<file path="src/rtl/coord_mem_arbiter_pkg.sv">
// Shared types and default sizes for the coordinate memory arbiter.
// Optional performance counters are enabled with COORD_ARB_PERF_EN.
package coord_mem_pkg;

    localparam int COORD_ADDR_W = 8;
    localparam int COORD_DATA_W = 8;
    localparam int COORD_DEPTH  = 256;

    typedef enum logic [1:0] {
        GNT_NONE = 2'd0,
        GNT_WR   = 2'd1,
        GNT_RD   = 2'd2
    } grant_t;

    typedef enum logic {
        RR_WR = 1'b0,
        RR_RD = 1'b1
    } rr_side_t;

    typedef struct packed {
        logic [COORD_DATA_W-1:0] x;
        logic [COORD_DATA_W-1:0] y;
    } coord_t;

endpackage

</file>
<file path="src/rtl/coord_mem_arbiter_if.sv">
// Bus bundle between the arbiter, its two requesters and the X/Y RAMs.
// The perf counter signals exist only when COORD_ARB_PERF_EN is defined.
interface coord_mem_arbiter_if #(
    parameter int ADDR_W = 8,
    parameter int DATA_W = 8
) ();

    logic              clear;
    logic              wr_valid;
    logic              wr_ready;
    logic [DATA_W-1:0] wr_x;
    logic [DATA_W-1:0] wr_y;
    logic              seal;
    logic              rd_valid;
    logic              rd_ready;
    logic [ADDR_W-1:0] rd_addr;
    logic              rsp_valid;
    logic [DATA_W-1:0] rsp_x;
    logic [DATA_W-1:0] rsp_y;
    logic              rsp_err;
    logic [ADDR_W:0]   count;
    logic              full;
    logic              sealed;
    logic [ADDR_W-1:0] xmem_address;
    logic [DATA_W-1:0] xmem_data;
    logic              xmem_wren;
    logic [DATA_W-1:0] xmem_q;
    logic [ADDR_W-1:0] ymem_address;
    logic [DATA_W-1:0] ymem_data;
    logic              ymem_wren;
    logic [DATA_W-1:0] ymem_q;
`ifdef COORD_ARB_PERF_EN
    logic [15:0]       conflict_cnt;
    logic [15:0]       wr_stall_cnt;
`endif

    modport slave (
        input  clear, wr_valid, wr_x, wr_y, seal, rd_valid, rd_addr,
        input  xmem_q, ymem_q,
        output wr_ready, rd_ready, rsp_valid, rsp_x, rsp_y, rsp_err,
        output count, full, sealed,
        output xmem_address, xmem_data, xmem_wren,
        output ymem_address, ymem_data, ymem_wren
`ifdef COORD_ARB_PERF_EN
        , output conflict_cnt, wr_stall_cnt
`endif
    );

    modport master (
        output clear, wr_valid, wr_x, wr_y, seal, rd_valid, rd_addr,
        output xmem_q, ymem_q,
        input  wr_ready, rd_ready, rsp_valid, rsp_x, rsp_y, rsp_err,
        input  count, full, sealed,
        input  xmem_address, xmem_data, xmem_wren,
        input  ymem_address, ymem_data, ymem_wren
`ifdef COORD_ARB_PERF_EN
        , input conflict_cnt, wr_stall_cnt
`endif
    );

endinterface

</file>
<file path="src/rtl/coord_mem_arbiter_rr.sv">
// Two-way round-robin arbiter (writer vs reader) for a shared single-port RAM.
// The remembered side only moves when both requesters compete in the same cycle.
module rr_arbiter2
    import coord_mem_pkg::*;
(
    input  logic   clk,
    input  logic   reset_n,
    input  logic   req_wr_i,
    input  logic   req_rd_i,
    output grant_t gnt_o
);

    rr_side_t rr_last_q, rr_last_d;

    always_ff @(posedge clk or negedge reset_n) begin
        if (!reset_n) begin
            rr_last_q <= RR_RD;
        end else begin
            rr_last_q <= rr_last_d;
        end
    end

    always_comb begin
        gnt_o     = GNT_NONE;
        rr_last_d = rr_last_q;
        if (req_wr_i && req_rd_i) begin
            if (rr_last_q == RR_RD) begin
                gnt_o     = GNT_WR;
                rr_last_d = RR_WR;
            end else begin
                gnt_o     = GNT_RD;
                rr_last_d = RR_RD;
            end
        end else if (req_wr_i) begin
            gnt_o = GNT_WR;
        end else if (req_rd_i) begin
            gnt_o = GNT_RD;
        end
    end

endmodule

</file>
<file path="src/rtl/coord_mem_arbiter.sv">
// Owns the X/Y coordinate RAMs: appends pairs, serves indexed reads, seals the table.
// Define COORD_ARB_PERF_EN to add the conflict and writer-stall counters.
module coord_mem_arbiter
    import coord_mem_pkg::*;
#(
    parameter int ADDR_W = COORD_ADDR_W,
    parameter int DATA_W = COORD_DATA_W,
    parameter int DEPTH  = COORD_DEPTH
) (
    input  logic                clk,
    input  logic                reset_n,
    coord_mem_arbiter_if.slave  bus
);

    localparam logic [ADDR_W:0] DEPTH_C = DEPTH[ADDR_W:0];

    logic [ADDR_W:0]   count_q, count_d;
    logic              sealed_q, sealed_d;
    logic [ADDR_W-1:0] addr_q, addr_d;
    logic [DATA_W-1:0] wx_q, wx_d;
    logic [DATA_W-1:0] wy_q, wy_d;
    logic              wren_q, wren_d;
    logic              pend_rd_q, pend_rd_d;
    logic              pend_err_q, pend_err_d;
    logic              rsp_valid_q, rsp_err_q;

    logic   full;
    logic   wr_elig;
    logic   rd_elig;
    grant_t gnt;

    assign full    = (count_q == DEPTH_C);
    assign wr_elig = bus.wr_valid & ~sealed_q & ~full & ~bus.clear;
    assign rd_elig = bus.rd_valid & ~bus.clear;

    rr_arbiter2 u_rr (
        .clk      (clk),
        .reset_n  (reset_n),
        .req_wr_i (wr_elig),
        .req_rd_i (rd_elig),
        .gnt_o    (gnt)
    );

    always_ff @(posedge clk or negedge reset_n) begin
        if (!reset_n) begin
            count_q     <= '0;
            sealed_q    <= 1'b0;
            addr_q      <= '0;
            wx_q        <= '0;
            wy_q        <= '0;
            wren_q      <= 1'b0;
            pend_rd_q   <= 1'b0;
            pend_err_q  <= 1'b0;
            rsp_valid_q <= 1'b0;
            rsp_err_q   <= 1'b0;
        end else begin
            count_q     <= count_d;
            sealed_q    <= sealed_d;
            addr_q      <= addr_d;
            wx_q        <= wx_d;
            wy_q        <= wy_d;
            wren_q      <= wren_d;
            pend_rd_q   <= pend_rd_d;
            pend_err_q  <= pend_err_d;
            rsp_valid_q <= pend_rd_q;
            rsp_err_q   <= pend_err_q;
        end
    end

    // Sealing uses the pre-edge sealed_q, so a write in the seal cycle still lands.
    always_comb begin
        count_d    = count_q;
        sealed_d   = sealed_q;
        addr_d     = addr_q;
        wx_d       = wx_q;
        wy_d       = wy_q;
        wren_d     = 1'b0;
        pend_rd_d  = 1'b0;
        pend_err_d = 1'b0;
        if (bus.clear) begin
            count_d  = '0;
            sealed_d = 1'b0;
        end else begin
            if (gnt == GNT_WR) begin
                count_d = count_q + 1'b1;
                addr_d  = count_q[ADDR_W-1:0];
                wx_d    = bus.wr_x;
                wy_d    = bus.wr_y;
                wren_d  = 1'b1;
            end else if (gnt == GNT_RD) begin
                addr_d     = bus.rd_addr;
                pend_rd_d  = 1'b1;
                pend_err_d = ({1'b0, bus.rd_addr} >= count_q);
            end
            if (bus.seal) begin
                sealed_d = 1'b1;
            end
        end
    end

    assign bus.wr_ready     = (gnt == GNT_WR);
    assign bus.rd_ready     = (gnt == GNT_RD);
    assign bus.count        = count_q;
    assign bus.full         = full;
    assign bus.sealed       = sealed_q;
    assign bus.xmem_address = addr_q;
    assign bus.ymem_address = addr_q;
    assign bus.xmem_data    = wx_q;
    assign bus.ymem_data    = wy_q;
    assign bus.xmem_wren    = wren_q;
    assign bus.ymem_wren    = wren_q;

    // RAM data is only passed through for a valid, in-range response.
    assign bus.rsp_valid = rsp_valid_q;
    assign bus.rsp_err   = rsp_valid_q & rsp_err_q;
    assign bus.rsp_x     = (rsp_valid_q & ~rsp_err_q) ? bus.xmem_q : '0;
    assign bus.rsp_y     = (rsp_valid_q & ~rsp_err_q) ? bus.ymem_q : '0;

`ifdef COORD_ARB_PERF_EN
    logic [15:0] conflict_q, conflict_d;
    logic [15:0] stall_q, stall_d;

    always_ff @(posedge clk or negedge reset_n) begin
        if (!reset_n) begin
            conflict_q <= '0;
            stall_q    <= '0;
        end else begin
            conflict_q <= conflict_d;
            stall_q    <= stall_d;
        end
    end

    always_comb begin
        conflict_d = conflict_q;
        stall_d    = stall_q;
        if (bus.clear) begin
            conflict_d = '0;
            stall_d    = '0;
        end else begin
            if (wr_elig && rd_elig && (conflict_q != 16'hFFFF)) begin
                conflict_d = conflict_q + 16'd1;
            end
            if (bus.wr_valid && !bus.wr_ready && (stall_q != 16'hFFFF)) begin
                stall_d = stall_q + 16'd1;
            end
        end
    end

    assign bus.conflict_cnt = conflict_q;
    assign bus.wr_stall_cnt = stall_q;
`endif

endmodule

</file>
<file path="src/flat_wrapper.sv">
// flat-port wrapper written by rule: the top's interface ports become plain ports
module coord_mem_arbiter_flat import coord_mem_pkg::*;
#(
    parameter int ADDR_W = COORD_ADDR_W,
    parameter int DATA_W = COORD_DATA_W,
    parameter int DEPTH  = COORD_DEPTH
)
  (clk, reset_n, bus_clear, bus_wr_valid, bus_wr_x, bus_wr_y, bus_seal, bus_rd_valid, bus_rd_addr, bus_xmem_q, bus_ymem_q, bus_wr_ready, bus_rd_ready, bus_rsp_valid, bus_rsp_x, bus_rsp_y, bus_rsp_err, bus_count, bus_full, bus_sealed, bus_xmem_address, bus_xmem_data, bus_xmem_wren, bus_ymem_address, bus_ymem_data, bus_ymem_wren);
  coord_mem_arbiter_if #(.ADDR_W(ADDR_W), .DATA_W(DATA_W)) bus_i ();
  input  logic clk;
  input  logic reset_n;
  input wire logic [$bits(bus_i.clear)-1:0] bus_clear;
  input wire logic [$bits(bus_i.wr_valid)-1:0] bus_wr_valid;
  input wire logic [$bits(bus_i.wr_x)-1:0] bus_wr_x;
  input wire logic [$bits(bus_i.wr_y)-1:0] bus_wr_y;
  input wire logic [$bits(bus_i.seal)-1:0] bus_seal;
  input wire logic [$bits(bus_i.rd_valid)-1:0] bus_rd_valid;
  input wire logic [$bits(bus_i.rd_addr)-1:0] bus_rd_addr;
  input wire logic [$bits(bus_i.xmem_q)-1:0] bus_xmem_q;
  input wire logic [$bits(bus_i.ymem_q)-1:0] bus_ymem_q;
  output wire logic [$bits(bus_i.wr_ready)-1:0] bus_wr_ready;
  output wire logic [$bits(bus_i.rd_ready)-1:0] bus_rd_ready;
  output wire logic [$bits(bus_i.rsp_valid)-1:0] bus_rsp_valid;
  output wire logic [$bits(bus_i.rsp_x)-1:0] bus_rsp_x;
  output wire logic [$bits(bus_i.rsp_y)-1:0] bus_rsp_y;
  output wire logic [$bits(bus_i.rsp_err)-1:0] bus_rsp_err;
  output wire logic [$bits(bus_i.count)-1:0] bus_count;
  output wire logic [$bits(bus_i.full)-1:0] bus_full;
  output wire logic [$bits(bus_i.sealed)-1:0] bus_sealed;
  output wire logic [$bits(bus_i.xmem_address)-1:0] bus_xmem_address;
  output wire logic [$bits(bus_i.xmem_data)-1:0] bus_xmem_data;
  output wire logic [$bits(bus_i.xmem_wren)-1:0] bus_xmem_wren;
  output wire logic [$bits(bus_i.ymem_address)-1:0] bus_ymem_address;
  output wire logic [$bits(bus_i.ymem_data)-1:0] bus_ymem_data;
  output wire logic [$bits(bus_i.ymem_wren)-1:0] bus_ymem_wren;
  assign bus_i.clear = bus_clear;
  assign bus_i.wr_valid = bus_wr_valid;
  assign bus_i.wr_x = bus_wr_x;
  assign bus_i.wr_y = bus_wr_y;
  assign bus_i.seal = bus_seal;
  assign bus_i.rd_valid = bus_rd_valid;
  assign bus_i.rd_addr = bus_rd_addr;
  assign bus_i.xmem_q = bus_xmem_q;
  assign bus_i.ymem_q = bus_ymem_q;
  assign bus_wr_ready = bus_i.wr_ready;
  assign bus_rd_ready = bus_i.rd_ready;
  assign bus_rsp_valid = bus_i.rsp_valid;
  assign bus_rsp_x = bus_i.rsp_x;
  assign bus_rsp_y = bus_i.rsp_y;
  assign bus_rsp_err = bus_i.rsp_err;
  assign bus_count = bus_i.count;
  assign bus_full = bus_i.full;
  assign bus_sealed = bus_i.sealed;
  assign bus_xmem_address = bus_i.xmem_address;
  assign bus_xmem_data = bus_i.xmem_data;
  assign bus_xmem_wren = bus_i.xmem_wren;
  assign bus_ymem_address = bus_i.ymem_address;
  assign bus_ymem_data = bus_i.ymem_data;
  assign bus_ymem_wren = bus_i.ymem_wren;
  coord_mem_arbiter #(.ADDR_W(ADDR_W), .DATA_W(DATA_W), .DEPTH(DEPTH)) u_core (.clk(clk), .reset_n(reset_n), .bus(bus_i));
endmodule
</file>
<file path="config.mk">
export PLATFORM = sky130hd
export DESIGN_NAME = coord_mem_arbiter_flat
export DESIGN_NICKNAME = d
export VERILOG_FILES = /design/src/rtl/coord_mem_arbiter_pkg.sv /design/src/rtl/coord_mem_arbiter_if.sv /design/src/rtl/coord_mem_arbiter_rr.sv /design/src/rtl/coord_mem_arbiter.sv /design/src/flat_wrapper.sv
export SDC_FILE = /design/constraint.sdc
export NUM_CORES = 1
export LEC_CHECK = 0
export CAP_MARGIN = 20
export CORE_UTILIZATION = 25
export DETAILED_ROUTE_END_ITERATION = 10
export GPL_TIMING_DRIVEN = 1
export PLACE_DENSITY = 0.52
export SLEW_MARGIN = 10
export SYNTH_ARGS = -nofsm -noshare
export SYNTH_HDL_FRONTEND = slang
export SYNTH_SLANG_ARGS = --single-unit
</file>
<file path="constraint.sdc">
create_clock -name clk -period 4.56 [get_ports clk]
set_input_delay 0.456 -clock clk [delete_from_list [all_inputs] [get_ports clk]]
set_output_delay 0.456 -clock clk [all_outputs]
set_load 0.03 [all_outputs]
</file>
==> parameters.txt <==
Parameter                              Value

Pwr
  Net switching fraction of the power    between 30% and 40%
  Cell internal power dissipation    roughly 920 uW
  Combinational share of power    45.6%
  Power Dens Cells    between 400 and 500 nW/um2
  Clock Power Share    about a fifth
  Static leakage power    between 0.001 and 0.0015 uW
  Post-layout power    1470 uW
  Switching Power    ~550 uW
  Worst supply voltage drop on vdd    around 200 uV
  Sequential share of power    34.6%

Route
  Routed len/inst    roughly 13 um
  Number of vias in the routed layout    about 1.7k
  Number of vias per cell    4.21
  Wire length after detailed routing    about 5.3 mm
  Final antenna-violating net count    0
  DR DRC count    0
  Number of iterations in the first detailed-routing pass    4
  DR iter-0 viols    between 50 and 60

Logic synthesis
  Number of flip-flops and latches in the synthesized netlist    40
  Number of distinct standard cells referenced by the synthesized netlist    35
  Mean area per synthesized cell    11.0 um2
  Post-synthesis cell count    between 150 and 200
  Sequential element share of the synthesized area    ~47%
  Proportion of netlist area held by the largest area contributor    between 40% and 50%
  Post-synth design cell area    roughly 2100 um2
  Top cells by area in the synthesized netlist    dfrtp_1, mux2_2, ha_1
  Synthesis warning total    0
  Net count after synthesis    between 200 and 300
  Post-synthesis cell type with the largest combined area    dfrtp_1

CTS
  Post-CTS setup buffer count    0
  Clock sink count    40
  CTS root buf    clkbuf_8
  Maximum level of the CTS H-tree    2
  Post-cts gate resize count    0
  Clk_lat worst skew    between 0.2 and 0.3 ns
  Number of buffers on the longest clock path    2
  Post-CTS clock slew at the launch and capture registers of the worst setup and hold paths    0.08 ns
  CTS Buf Count    5
  Total of hold buffers inserted after clock tree synthesis    0
  Clock tree from TritonCTS    done

Timing
  Final setup skew    ~0.0046 ns
  Final period util    72.3%
  Final period demand of the worst path    between 3 and 4 ns
  Unrepaired setup endpoints after global routing    false
  Slew of the pin with the lowest slew margin    0.906 ns
  Endpoints failing setup    0
  Final number of hold-violating endpoints    0
  Final slew viol count    0
  Maximum operating frequency    303 MHz
  Setup Total Neg Slack    0 ns
  Worst relative slew slack    ~40%

Floorplanning
  Total core area    approximately 8200 um2
  Top-level port count    about 110
  Site row count    33
  Die outline height    between 90 and 100 um
  Overall die width    94.4 um
  Initial Util    25.9%
  Die area    8900 um2

Final layout
  Number of nets in the finished design    approximately 350
  FF+latch area    around 1000 um2
  Ant. Diodes    0
  Fill cell total of the finished layout    between 800 and 900
  Most common cell after layout, fill and taps aside    clkdlybuf4s50_1
  Share of final-layout standard cells stronger than drive strength 1    between 10% and 20%
  Growth of design area from synthesis to finish    58.1%
  Non-filler instance count after layout    about 400
  Most frequent cells in the layout    clkdlybuf4s50_1, dfrtp_1, and2_1, mux2_2, inv_1
  Area of combinational cells with multiple inputs    roughly 970 um2

Worst setup path
  Maximum fanout count along the critical path    16
  WS Path Type    register to output pin
  Number of cells on the worst reg-to-reg path    11
  List of cells traversed by the critical path    inv_1 -> ha_1 -> nor4b_1 -> a21oi_1 -> nand2_1 -> inv_1 -> ha_1 -> buf_4 -> clkdlybuf4s50_1
  Cell type of the slowest stage on the worst timing path    clkdlybuf4s50_1
  Worst Setup Start Kind    register
  Nature of the critical path endpoint    output pin
  Slowest stage delay, CP    ~0.74 ns
  Critical Path AT    around 2.8 ns
  Data required, critical path    4.10 ns

Global route
  Number of antenna violations at the first check in global routing    0
  Leftover overflow at the end of global routing    0
  Overall routing resource usage    between 10% and 20%
  First-pass GRT wire length    roughly 8.5 mm
  Largest net degree at the start of global routing    roughly 40
  Vias in the first global route    approximately 1.7k

Flow run
  Number of max-capacitance violations reported    0

Worst hold path
  Class of the most critical hold timing path    primary input to async pin

Place
  Detailed Place HPWL    a little over 4 mm
  Routability cong.    0.744
  Input/output buffers    110
  Total instance count after detailed placement    between 300 and 400

Outcome
  Run status    complete, no violations
==> synthesized netlist by cell type <==
master	count
dfrtp_1	39
and2_1	18
mux2_2	15
inv_1	13
ha_1	12
nand2_1	12
buf_4	10
o21ai_0	10
mux2i_1	9
nor2_1	9
a21oi_1	7
xnor2_1	7
nand2b_1	4
clkbuf_1	3
buf_2	2
nand3_1	2
nor2b_1	2
nor4b_1	2
or3_1	2
a211oi_1	1
a21o_1	1
a21oi_2	1
buf_6	1
dfstp_2	1
mux2_1	1
nand3_2	1
nand4_1	1
nand4_4	1
nand4b_1	1
nor2_4	1
nor4_2	1
nor4_4	1
o211a_1	1
o22ai_1	1
or2_1	1
==> kinds of logic (layout without fill, tap and decap cells) <==
logic type | after synthesis | count (layout) | share of synthesized area (%)
flops | 40 | 40 | 47.0
buf+inv | 29 | 132 | 7.34
compound gates | 22 | 22 | 5.87
simple gates | 59 | 59 | 17.2
xor+xnor | 7 | 7 | 2.88
mux | 25 | 25 | 12.7
fa+ha+maj | 12 | 12 | 7.04
==> power groups by stage <==
stage               registers, uW  clock network (uW)  logic, uW
floorplan                     690                   0        223
global route                  526                 313        709
finish                        510                 291        670
detailed placement            519                   0        678
global placement              514                   0        677
CTS                           512                 301        679
==> critical path, delay by kind of cell (launching register included) <==
kind	cells	cell delay, ns
flops	1	0.52
simple gates	2	0.27
buf+inv	4	1.15
fa+ha+maj	2	0.33
compound gates	1	0.28
==> per-layer routing <==
| metal | GRT usage [%] | routed length (um) | vias to the layer above |
|---|---|---|---|
| li1 | - | - | 842 |
| met1 | 15.8 | 2290 | 776 |
| met2 | 19.9 | 2470 | 70 |
| met3 | 3.06 | 430 | 5 |
| met4 | 5.38 | 68 | 0 |
| met5 | 0 | 0 | - |
==> metrics by stage <==
step / setup slack, ns / util (%) / hold WS, ns / area (um2)
CTS: 1.21 / 41.0 / 0.324 / 3370
floorplan: 1.69 / - / 0.160 / 2130
detailed placement: 1.32 / 39.7 / 0.336 / 3260
global placement: 1.36 / 39.7 / 0.338 / 3260
finish: 1.26 / 41.0 / 0.282 / 3370
global route: 1.08 / 41.0 / 0.359 / 3370
==> layout make-up <==
cell class	instances	area share (%)
clock inverter	3	1.26
timing repair buffer	111	32.7
clock buffer	5	2.04
sequential	40	29.7
inverter	13	1.45
multi-input combinational	125	28.9
tap	105	3.90
==> worst paths after layout <==
path                                                    to                start  slack, ns
min in group clk                      u_core.bus.rsp_valid     u_core.pend_rd_q       0.35
worst max register to register     u_core.bus.xmem_data[6]  u_core.bus.count[0]       1.69
max in group asynchronous          u_core.bus.ymem_data[6]              reset_n       3.71
worst min register to register        u_core.bus.rsp_valid     u_core.pend_rd_q       0.35
worst max-delay path                          bus_wr_ready  u_core.bus.count[0]       1.26
worst min-delay path            u_core.bus.xmem_address[0]              reset_n       0.28
==> registers in the layout, indices dropped and copies added, names as in the netlist <==
signal and cells:
u_core.bus.xmem_wren 1, u_core.bus.xmem_address 8, u_core.bus.ymem_data 8, u_core.bus.count 9
u_core.pend_rd_q 1, u_core.u_rr.rr_last_q 1, u_core.pend_err_q 1, u_core.bus.sealed 1
u_core.rsp_err_q 1, u_core.bus.rsp_valid 1, u_core.bus.xmem_data 8
Note: power is estimated with default switching activity, not from simulation.
